$ cat src/rtl/svnet_pkg.sv
`default_nettype none
// ============================================================================
// Module      : svnet_pkg
// Description : Shared types and helpers for the svnet arg-reduce datapath:
//               min/max mode encoding, a strict "better than" compare and the
//               end-to-end latency of svnet_tree_arg_reduce.
// Revision    : 1.0 - initial release
// ============================================================================

// Beat-with-last to result-strobe latency for a given lane count.
`define SVNET_TREE_ARG_REDUCE_DELAY(count) ($clog2(count) + 2)

package svnet_pkg;

    typedef enum logic {
        SVNET_MODE_MIN = 1'b0,
        SVNET_MODE_MAX = 1'b1
    } svnet_reduce_mode_t;

    // Operands are handed over already sign- or zero-extended to this width.
    localparam int SVNET_MAX_WIDTH = 64;

    // Returns 1 only when a strictly beats b; equality never wins, which is
    // what lets the lower index keep ties everywhere in the datapath.
    function automatic logic svnet_better(
        input logic [SVNET_MAX_WIDTH-1:0] a,
        input logic [SVNET_MAX_WIDTH-1:0] b,
        input svnet_reduce_mode_t         mode,
        input logic                       signed_cmp
    );
        logic w_gt;
        logic w_lt;
        if (signed_cmp) begin
            w_gt = $signed(a) > $signed(b);
            w_lt = $signed(a) < $signed(b);
        end else begin
            w_gt = a > b;
            w_lt = a < b;
        end
        return (mode == SVNET_MODE_MAX) ? w_gt : w_lt;
    endfunction

endpackage

`default_nettype wire

$ cat src/rtl/svnet_tree_arg_reduce_select.sv
`default_nettype none
// ============================================================================
// Module      : svnet_arg_select_stage
// Description : One registered compare-select node of the reduction tree.
//               Port a always carries the lower lane indices, so b only wins
//               when it is strictly better.
// Revision    : 1.0 - initial release
// ============================================================================
module svnet_arg_select_stage
    import svnet_pkg::*;
#(
    parameter int WIDTH     = 8,
    parameter int IDX_WIDTH = 4,
    parameter int SIGNED    = 1
) (
    input  logic                 clk,
    input  logic                 rst_n,
    input  logic [WIDTH-1:0]     i_a_val,
    input  logic [IDX_WIDTH-1:0] i_a_idx,
    input  logic                 i_a_valid,
    input  logic                 i_a_mode,
    input  logic [WIDTH-1:0]     i_b_val,
    input  logic [IDX_WIDTH-1:0] i_b_idx,
    input  logic                 i_b_valid,
    input  logic                 i_b_mode,
    output logic [WIDTH-1:0]     o_val,
    output logic [IDX_WIDTH-1:0] o_idx,
    output logic                 o_valid,
    output logic                 o_mode
);

    logic [SVNET_MAX_WIDTH-1:0] w_a_ext;
    logic [SVNET_MAX_WIDTH-1:0] w_b_ext;
    logic                       w_mode;
    logic                       w_b_wins;

    // Extend both operands to the common compare width and pick the winner.
    always_comb begin
        w_a_ext              = {SVNET_MAX_WIDTH{(SIGNED != 0) && i_a_val[WIDTH-1]}};
        w_a_ext[WIDTH-1:0]   = i_a_val;
        w_b_ext              = {SVNET_MAX_WIDTH{(SIGNED != 0) && i_b_val[WIDTH-1]}};
        w_b_ext[WIDTH-1:0]   = i_b_val;
        w_mode               = i_a_valid ? i_a_mode : i_b_mode;
        w_b_wins             = i_b_valid &&
                               (!i_a_valid ||
                                svnet_better(w_b_ext, w_a_ext,
                                             svnet_reduce_mode_t'(w_mode),
                                             SIGNED != 0));
    end

    // Register the selected tuple so every tree level costs one cycle.
    always_ff @(posedge clk or negedge rst_n) begin
        if (!rst_n) begin
            o_val   <= '0;
            o_idx   <= '0;
            o_valid <= 1'b0;
            o_mode  <= 1'b0;
        end else begin
            o_val   <= w_b_wins ? i_b_val : i_a_val;
            o_idx   <= w_b_wins ? i_b_idx : i_a_idx;
            o_valid <= i_a_valid | i_b_valid;
            o_mode  <= w_mode;
        end
    end

endmodule

`default_nettype wire

$ cat src/rtl/svnet_tree_arg_reduce.sv
`default_nettype none
// ============================================================================
// Module      : svnet_tree_arg_reduce
// Description : Pipelined arg-min/arg-max over COUNT lanes, accumulated across
//               a multi-beat packet. Input register, $clog2(COUNT) tree
//               levels, then the accumulate/output register.
// Revision    : 1.0 - initial release
// ============================================================================
module svnet_tree_arg_reduce
    import svnet_pkg::*;
#(
    parameter int WIDTH     = 8,
    parameter int COUNT     = 4,
    parameter int MAX_BEATS = 16,
    parameter int SIGNED    = 1,
    parameter int IDX_WIDTH = (COUNT * MAX_BEATS > 1) ? $clog2(COUNT * MAX_BEATS) : 1
) (
    input  logic                   clk,
    input  logic                   rst_n,
    input  logic                   i_data_valid,
    input  logic                   i_data_last,
    input  logic                   i_mode,
    input  logic [COUNT*WIDTH-1:0] i_data,
    output logic                   o_data_valid,
    output logic [WIDTH-1:0]       o_data,
    output logic [IDX_WIDTH-1:0]   o_index,
    output logic                   o_overflow
);

    localparam int c_LEVELS = (COUNT > 1) ? $clog2(COUNT) : 0;
    localparam int c_BEAT_W = (MAX_BEATS > 1) ? $clog2(MAX_BEATS) : 1;

    // Live node count at a given tree level (odd nodes round up).
    function automatic int nodes_at(input int lvl);
        int n;
        n = COUNT;
        for (int i = 0; i < lvl; i++) n = (n + 1) / 2;
        return n;
    endfunction

    // ------------------------------------------------------------------ input
    logic [COUNT*WIDTH-1:0] r_in_data;
    logic                   r_in_valid;
    logic                   r_in_last;
    logic                   r_in_mode;
    logic                   r_in_packet;
    logic                   r_mode_lat;
    logic                   w_beat_mode;

    assign w_beat_mode = r_in_packet ? r_mode_lat : i_mode;

    // Capture the beat and pin the packet's mode on its first beat.
    always_ff @(posedge clk or negedge rst_n) begin
        if (!rst_n) begin
            r_in_data   <= '0;
            r_in_valid  <= 1'b0;
            r_in_last   <= 1'b0;
            r_in_mode   <= 1'b0;
            r_in_packet <= 1'b0;
            r_mode_lat  <= 1'b0;
        end else begin
            r_in_valid <= i_data_valid;
            r_in_last  <= i_data_valid & i_data_last;
            if (i_data_valid) begin
                r_in_data   <= i_data;
                r_in_mode   <= w_beat_mode;
                r_in_packet <= !i_data_last;
                if (!r_in_packet) r_mode_lat <= i_mode;
            end
        end
    end

    // ------------------------------------------------------------------- tree
    logic [WIDTH-1:0]     w_lv_val   [0:c_LEVELS][0:COUNT-1];
    logic [IDX_WIDTH-1:0] w_lv_idx   [0:c_LEVELS][0:COUNT-1];
    logic                 w_lv_valid [0:c_LEVELS][0:COUNT-1];
    logic                 w_lv_mode  [0:c_LEVELS][0:COUNT-1];
    logic                 w_lv_last  [0:c_LEVELS];

    assign w_lv_last[0] = r_in_last;

    for (genvar j = 0; j < COUNT; j++) begin : g_lane
        assign w_lv_val[0][j]   = r_in_data[j*WIDTH +: WIDTH];
        assign w_lv_idx[0][j]   = IDX_WIDTH'(j);
        assign w_lv_valid[0][j] = r_in_valid;
        assign w_lv_mode[0][j]  = r_in_mode;
    end

    for (genvar l = 0; l < c_LEVELS; l++) begin : g_level
        localparam int c_IN_N  = nodes_at(l);
        localparam int c_OUT_N = nodes_at(l + 1);

        logic r_last;

        // Last flag rides alongside the tree so it meets its beat's result.
        always_ff @(posedge clk or negedge rst_n) begin
            if (!rst_n) r_last <= 1'b0;
            else        r_last <= w_lv_last[l];
        end
        assign w_lv_last[l+1] = r_last;

        for (genvar j = 0; j < COUNT; j++) begin : g_node
            if (j < c_OUT_N && (2 * j + 1) < c_IN_N) begin : g_pair
                svnet_arg_select_stage #(
                    .WIDTH     (WIDTH),
                    .IDX_WIDTH (IDX_WIDTH),
                    .SIGNED    (SIGNED)
                ) u_stage (
                    .clk       (clk),
                    .rst_n     (rst_n),
                    .i_a_val   (w_lv_val[l][2*j]),
                    .i_a_idx   (w_lv_idx[l][2*j]),
                    .i_a_valid (w_lv_valid[l][2*j]),
                    .i_a_mode  (w_lv_mode[l][2*j]),
                    .i_b_val   (w_lv_val[l][2*j+1]),
                    .i_b_idx   (w_lv_idx[l][2*j+1]),
                    .i_b_valid (w_lv_valid[l][2*j+1]),
                    .i_b_mode  (w_lv_mode[l][2*j+1]),
                    .o_val     (w_lv_val[l+1][j]),
                    .o_idx     (w_lv_idx[l+1][j]),
                    .o_valid   (w_lv_valid[l+1][j]),
                    .o_mode    (w_lv_mode[l+1][j])
                );
            end else if (j < c_OUT_N) begin : g_pass
                logic [WIDTH-1:0]     r_val;
                logic [IDX_WIDTH-1:0] r_idx;
                logic                 r_valid;
                logic                 r_mode;

                // Unpaired node: delay by one stage to stay aligned with pairs.
                always_ff @(posedge clk or negedge rst_n) begin
                    if (!rst_n) begin
                        r_val   <= '0;
                        r_idx   <= '0;
                        r_valid <= 1'b0;
                        r_mode  <= 1'b0;
                    end else begin
                        r_val   <= w_lv_val[l][2*j];
                        r_idx   <= w_lv_idx[l][2*j];
                        r_valid <= w_lv_valid[l][2*j];
                        r_mode  <= w_lv_mode[l][2*j];
                    end
                end
                assign w_lv_val[l+1][j]   = r_val;
                assign w_lv_idx[l+1][j]   = r_idx;
                assign w_lv_valid[l+1][j] = r_valid;
                assign w_lv_mode[l+1][j]  = r_mode;
            end else begin : g_unused
                assign w_lv_val[l+1][j]   = '0;
                assign w_lv_idx[l+1][j]   = '0;
                assign w_lv_valid[l+1][j] = 1'b0;
                assign w_lv_mode[l+1][j]  = 1'b0;
            end

            if (j > 0 && j < c_OUT_N) begin : g_chk
                a_valid_agree: assert property (@(posedge clk) disable iff (!rst_n)
                    w_lv_valid[l+1][j] == w_lv_valid[l+1][0]);
            end
        end
    end

    // ------------------------------------------------------------ accumulator
    logic [WIDTH-1:0]           w_t_val;
    logic [IDX_WIDTH-1:0]       w_t_idx;
    logic                       w_t_valid;
    logic                       w_t_mode;
    logic                       w_t_last;
    logic [WIDTH-1:0]           r_acc_val;
    logic [IDX_WIDTH-1:0]       r_acc_idx;
    logic                       r_acc_active;
    logic [c_BEAT_W-1:0]        r_beat_cnt;
    logic                       r_ovf;
    logic [SVNET_MAX_WIDTH-1:0] w_t_ext;
    logic [SVNET_MAX_WIDTH-1:0] w_acc_ext;
    logic [IDX_WIDTH-1:0]       w_cand_idx;
    logic                       w_take;
    logic                       w_beat_full;
    logic [WIDTH-1:0]           w_next_val;
    logic [IDX_WIDTH-1:0]       w_next_idx;

    assign w_t_val   = w_lv_val[c_LEVELS][0];
    assign w_t_idx   = w_lv_idx[c_LEVELS][0];
    assign w_t_valid = w_lv_valid[c_LEVELS][0];
    assign w_t_mode  = w_lv_mode[c_LEVELS][0];
    assign w_t_last  = w_lv_last[c_LEVELS];

    // Decide whether this beat's winner displaces the running packet winner.
    always_comb begin
        w_t_ext              = {SVNET_MAX_WIDTH{(SIGNED != 0) && w_t_val[WIDTH-1]}};
        w_t_ext[WIDTH-1:0]   = w_t_val;
        w_acc_ext            = {SVNET_MAX_WIDTH{(SIGNED != 0) && r_acc_val[WIDTH-1]}};
        w_acc_ext[WIDTH-1:0] = r_acc_val;
        w_cand_idx  = IDX_WIDTH'(r_beat_cnt) * IDX_WIDTH'(COUNT) + w_t_idx;
        w_beat_full = (r_beat_cnt == c_BEAT_W'(MAX_BEATS - 1));
        w_take      = !r_acc_active ||
                      svnet_better(w_t_ext, w_acc_ext,
                                   svnet_reduce_mode_t'(w_t_mode), SIGNED != 0);
        w_next_val  = w_take ? w_t_val    : r_acc_val;
        w_next_idx  = w_take ? w_cand_idx : r_acc_idx;
    end

    // Accumulate across beats; publish and clear packet state on the last one.
    always_ff @(posedge clk or negedge rst_n) begin
        if (!rst_n) begin
            r_acc_val    <= '0;
            r_acc_idx    <= '0;
            r_acc_active <= 1'b0;
            r_beat_cnt   <= '0;
            r_ovf        <= 1'b0;
            o_data_valid <= 1'b0;
            o_data       <= '0;
            o_index      <= '0;
            o_overflow   <= 1'b0;
        end else begin
            o_data_valid <= w_t_valid & w_t_last;
            if (w_t_valid) begin
                r_acc_val <= w_next_val;
                r_acc_idx <= w_next_idx;
                if (w_t_last) begin
                    r_acc_active <= 1'b0;
                    r_beat_cnt   <= '0;
                    r_ovf        <= 1'b0;
                    o_data       <= w_next_val;
                    o_index      <= w_next_idx;
                    o_overflow   <= r_ovf;
                end else begin
                    r_acc_active <= 1'b1;
                    r_ovf        <= r_ovf | w_beat_full;
                    if (!w_beat_full) r_beat_cnt <= r_beat_cnt + 1'b1;
                end
            end
        end
    end

    // Mode changes inside a packet and stray last flags are ignored; flag them.
    c_mode_change: cover property (@(posedge clk) disable iff (!rst_n)
        i_data_valid && r_in_packet && (i_mode != r_mode_lat));
    c_stray_last: cover property (@(posedge clk) disable iff (!rst_n)
        i_data_last && !i_data_valid);

endmodule

`default_nettype wire
$ cat config.mk
export PLATFORM = sky130hd
export DESIGN_NAME = svnet_tree_arg_reduce
export DESIGN_NICKNAME = d
export VERILOG_FILES = /design/src/rtl/svnet_pkg.sv /design/src/rtl/svnet_tree_arg_reduce_select.sv /design/src/rtl/svnet_tree_arg_reduce.sv
export SDC_FILE = /design/constraint.sdc
export NUM_CORES = 1
export LEC_CHECK = 0
export BUFFER_PORTS_ARGS = -buffer_cell sky130_fd_sc_hd__buf_2
export CORE_UTILIZATION = 35
export DETAILED_ROUTE_END_ITERATION = 6
export GPL_TIMING_DRIVEN = 1
export SKIP_LAST_GASP = 1
export SYNTH_ARGS = -nofsm -noshare
export SYNTH_HDL_FRONTEND = slang
export SYNTH_SLANG_ARGS = --single-unit
$ cat constraint.sdc
create_clock -name clk -period 2.8 [get_ports clk]
set_clock_uncertainty 0.05 [all_clocks]
set_input_delay 0.84 -clock clk [delete_from_list [all_inputs] [get_ports clk]]
set_output_delay 0.84 -clock clk [all_outputs]
set_load 0.01 [all_outputs]
Word-level counts from Yosys, hierarchy flattened --
Index checks and enable logic that the tools add are counted.
Word-level totals: bits in registers 107, bits in latches 0, bits in writable memories 0, ROM bits 0, bits of input ports 37, memories kept 0
Operators by class: add/subtract/negate cells 2, multipliers 0, divide/modulo/power cells 0, magnitude comparators 8, equality and inequality tests 2, shift operators 0, mux-type cells 16, bitwise gates (word level) 4, reduce and logical (&&, ||, !) cells 14
Operators with widths (number):
- greater-than comparator 8 bit | 4
- < comparator 8 bit | 4
- 2-to-1 mux 8 bit | 4
- 2-to-1 mux 1 bit | 8
- 2-to-1 mux 4 bit | 2
- adder 6 x 2 -> 6 bit | 1
- 2-to-1 mux 6 bit | 1
- AND reduction 2 bit | 3
- adder 4 x 1 -> 4 bit (second input constant) | 1
- == test 4 bit (second input constant) | 1
- zero test 1 bit | 4
- logical OR 1 bit | 4
- logical AND 1 bit | 3
- AND 1 bit | 2
- 2-to-1 mux 2 bit | 1
- != test 2 bit (second input constant) | 1
- NOT 1 bit | 1
- OR 1 bit | 1

Longest topological paths before layout --
depth in word-level cells 5, gate-level depth with buffers 11

Modules after synthesis --
Synthesis repeated with hierarchy kept, for this count alone.
Second synthesis, totals: cell total of the unflattened synthesis 460, area, all modules 5992.0 sq um
By module, submodules not included:
- svnet_tree_arg_reduce | instances 1, cells an instance 241, area each 3266.9 sq um, sequential area each 1851.8 sq um
- svnet_arg_select_stage | instances 3, cells an instance 73, area each 908.4 sq um, sequential area each 400.4 sq um

Worst setup path after synthesis --
OpenSTA, ideal clock, no wires.
path kind reg-to-reg, start point register r_acc_val[7], end point register r_acc_idx[2], setup time 125 ps, arrival time 2222 ps, setup slack 403 ps, cell stages (with the launch flop) 12, cell sequence dfrtp_1 inv_1 ha_1 nand4_1 nor2_1 a2111oi_2 mux2i_1 a21o_1 buf_6 nand2_8 buf_12 mux2_4
On the way: cells in the longest elaborated chain, start to end 4, elaborated cells between the ends (all ways) 5
Ends and longest elaborated chain:
- from (decl) | line svnet_tree_arg_reduce.sv:168 | logic [WIDTH-1:0] r_acc_val;
- from (signal assigned) | line svnet_tree_arg_reduce.sv:217 | r_acc_val <= w_next_val;
- < comparator 8 bit / greater-than comparator 8 bit (equally long branches) | line svnet_pkg.sv:35, svnet_pkg.sv:34
- 2-to-1 mux 1 bit * | line svnet_pkg.sv:40 | return (mode == SVNET_MODE_MAX) ? w_gt : w_lt;
- logical OR 1 bit * | line svnet_tree_arg_reduce.sv:195 | w_take = !r_acc_active ||
- 2-to-1 mux 6 bit * | line svnet_tree_arg_reduce.sv:199 | w_next_idx = w_take ? w_cand_idx : r_acc_idx;
- to (signal assigned) | line svnet_tree_arg_reduce.sv:218 | r_acc_idx <= w_next_idx;
- to (decl) | line svnet_tree_arg_reduce.sv:169 | logic [IDX_WIDTH-1:0] r_acc_idx;
Mark *: on every way between the ends. The rest lies on a longest branch, timed or not. A chain may end at the register's enable or synchronous reset.

Final worst setup path --
start point register r_in_data[31], end point register g_level[0].g_node[1].g_pair.u_stage.o_val[3]
On the way: cells in the longest elaborated chain, start to end 5, elaborated cells between the ends (all ways) 6
Ends and longest elaborated chain:
- from (decl) | line svnet_tree_arg_reduce.sv:42 | logic [COUNT*WIDTH-1:0] r_in_data;
- from (signal assigned) | line svnet_tree_arg_reduce.sv:65 | r_in_data <= i_data;
- < comparator 8 bit / greater-than comparator 8 bit (equally long branches) | line svnet_pkg.sv:35, svnet_pkg.sv:34
- 2-to-1 mux 1 bit * | line svnet_pkg.sv:40
- logical OR 1 bit * | line svnet_tree_arg_reduce_select.sv:45 | (!i_a_valid ||
- logical AND 1 bit * | line svnet_tree_arg_reduce_select.sv:44 | w_b_wins = i_b_valid &&
- 2-to-1 mux 8 bit * | line svnet_tree_arg_reduce_select.sv:59 | o_val <= w_b_wins ? i_b_val : i_a_val;
- to (signal assigned) | line svnet_tree_arg_reduce_select.sv:59
- to (decl) | line svnet_tree_arg_reduce_select.sv:26 | output logic [WIDTH-1:0] o_val,
Marks and branches as above.

==> run metrics <==
Setup TNS 0 ps; total leakage power 2.83 nW; Yosys cell types 43; highest-count cells in the layout ignoring fill and taps dfrtp_1, buf_2, mux2_2; CTS tree yes; clk root buf clkbuf_16; layout cells sized above 1 27.8%; row count 43; unrepaired setup endpoints after global routing false; first-pass GRT wire length 15.4 mm; Detailed Route Iter0 Violations 104; GRT Util Overall 13.4%; top cells by area, synth dfrtp_1, mux2_2, ha_1; # setup viols final 0; period utilization 93.5%; Skew-Pair Late Insertion Delay 340 ps; WP data arrival 2790 ps; Yosys top cell by area dfrtp_1; die width 122 µm; commonest non-fill, non-tap cell in the layout dfrtp_1; worst hold slack 298 ps; outcome completed; Synthesized Nets 493; worst min path class reg -> reg; largest net degree at the start of global routing 65; Seq cells post-synth 107; Core Area 0.0139 mm²; H-tree levels 3; Post-synth EDFFs 0; die area 0.0148 mm²; Slew HR 45.1%; initial antenna violation count 0; Top Ports 53; post-synthesis average cell area 11.8 µm²; clk sinks 107; kind of critical path reg -> reg; Vias 3168; post-synthesis cell count 423; residual DRC count 0; Final ANT Viol Nets 0; Port-buffer cells 52; Seq/Total Area, Yosys 53.4%; Remaining Overflow, GRT 0; Synth-to-Final Area Change 16.1%; Avg WL per Cell 13.4 µm; Setup crit end kind flop; Final Max Tran Viols 0; global placement routability congestion 0.765; worst-margin pin slew 818 ps; mapped cell area 0.00501 mm²; total iterations of the first detailed-routing run 4; CP Launch Type flop; MaxCap Viol Count 0; Yosys warnings 0; Peak Freq 0.382 GHz; Hold Buf Count CTS 0; P per Cell Area 888 mW/mm²; WL final 8.92 mm; hpwl dp 6.59 mm; CTS clk-pin slew, worst paths 70 ps; Post-synth ARST share 100%; final net count 550; vias per cell 4.76; starting density of the core 36.0%; TritonCTS Buffers 9; vias in the first global route 3256; Die Y 122 µm; diodes inserted 0; top-area cell type share of the netlist area 53.4%; CP max FO 7; Post-synth top flop dfrtp_1; clock buffer depth 2; Tmin final 2620 ps; Data required, critical path 2970 ps; Final Hold Vio Count 0; Worst VDD drop 0.364 mV
[flip-flops by register name, summed over array words and instances (netlist names)]
name / count
r_acc_val: 8
r_acc_idx: 6
o_index: 6
o_data: 8
g_level.g_node.g_pair.u_stage.o_val: 24
g_level.g_node.g_pair.u_stage.o_idx: 5
o_data_valid: 1
g_level.g_node.g_pair.u_stage.o_valid: 2
r_mode_lat: 1
r_in_valid: 1
g_level.r_last: 2
o_overflow: 1
r_ovf: 1
r_in_last: 1
r_in_data: 32
r_acc_active: 1
r_beat_cnt: 4
g_level.g_node.g_pair.u_stage.o_mode: 2
r_in_packet: 1
[worst max-delay path: stages, from the launching register on]
cell and delay (ps):
dfrtp_1 400, ha_1 300, inv_1 50, or3_1 330
a211o_1 290, o21ai_2 240, nor2_1 140, o21ai_4 290
mux2_2 400
[layout make-up]
class                           count  area [µm²]
Fill cell                        1323        8120
Multi-Input combinational cell    264        2110
Timing Repair Buffer               58         345
Tap cell                          180         225
Clock inverter                      5        58.8
Clock buffer                       11         253
Inverter                           40         150
Sequential cell                   107        2680
[stage by stage]
step	setup WS [ps]	instances	utilization [%]	area (µm²)	power, mW
2_1_floorplan	403	423	-	5010	3.45
3_3_place_gp	216	649	39.5	5510	3.86
3_5_place_dp	120	649	39.5	5510	3.93
4_1_cts	112	665	41.7	5820	5.24
5_1_grt	41.0	665	41.8	5820	5.55
6_report	181	665	41.8	5820	5.17
[worst paths after layout]
kind | slack [ps] | from | to | cells past startpoint
max in group asynchronous | 1760 | rst_n | g_level[0].r_last | 2
max | 180 | r_in_data[31] | g_level[0].g_node[1].g_pair.u_stage.o_val[3] | 8
max reg2reg | 180 | r_in_data[31] | g_level[0].g_node[1].g_pair.u_stage.o_val[3] | 8
min reg2reg | 300 | g_level[0].r_last | g_level[1].r_last | 0
min in group asynchronous | 320 | rst_n | o_data_valid | 1
min | 300 | g_level[0].r_last | g_level[1].r_last | 0
[synthesized netlist by cell type, drive strengths merged (6+ instances only)]
cell    count
nand4       6
clkbuf      9
a21oi      23
nand2      36
nor2       22
dfrtp     107
o21ai      27
ha         33
mux2       53
mux2i      19
inv        39
[repair_timing]
item | CTS | global route
setup buffers | 0 | 0
resized for setup | 0 | 1
setup endpoints to repair | 0 | 27
[kinds of logic (layout without fill, tap and decap cells)]
kind of cell / count (synthesis) / after routing / synth area share [%]
adders and majority gates: 33 / 33 / 8.24
buffers and inverters: 52 / 114 / 4.52
muxes: 72 / 72 / 16.5
xor gates and xnor gates: 2 / 2 / 0.350
DFF: 107 / 107 / 53.4
and+or+nand+nor: 86 / 86 / 8.19
AOI/OAI and AO/OA: 70 / 70 / 8.74
other: 1 / 1 / 0.0748
[routing by layer]
metal  up-vias  routed length [µm]  global-route usage (%)
met5         -                   0                       0
li1       1570                   -                       -
met1      1520                4360                    17.7
met3        12                 398                    4.21
met2        66                4010                    21.2
met4         0                 155                    3.70
[report_power, final]
part           internal [mW]  total (mW)  switching [mW]
combinational          0.895        1.70           0.800
sequential              1.91        2.19           0.279
clock                  0.743        1.28           0.535
total                   3.55        5.17            1.61
Power figures use the tool's default switching activity.
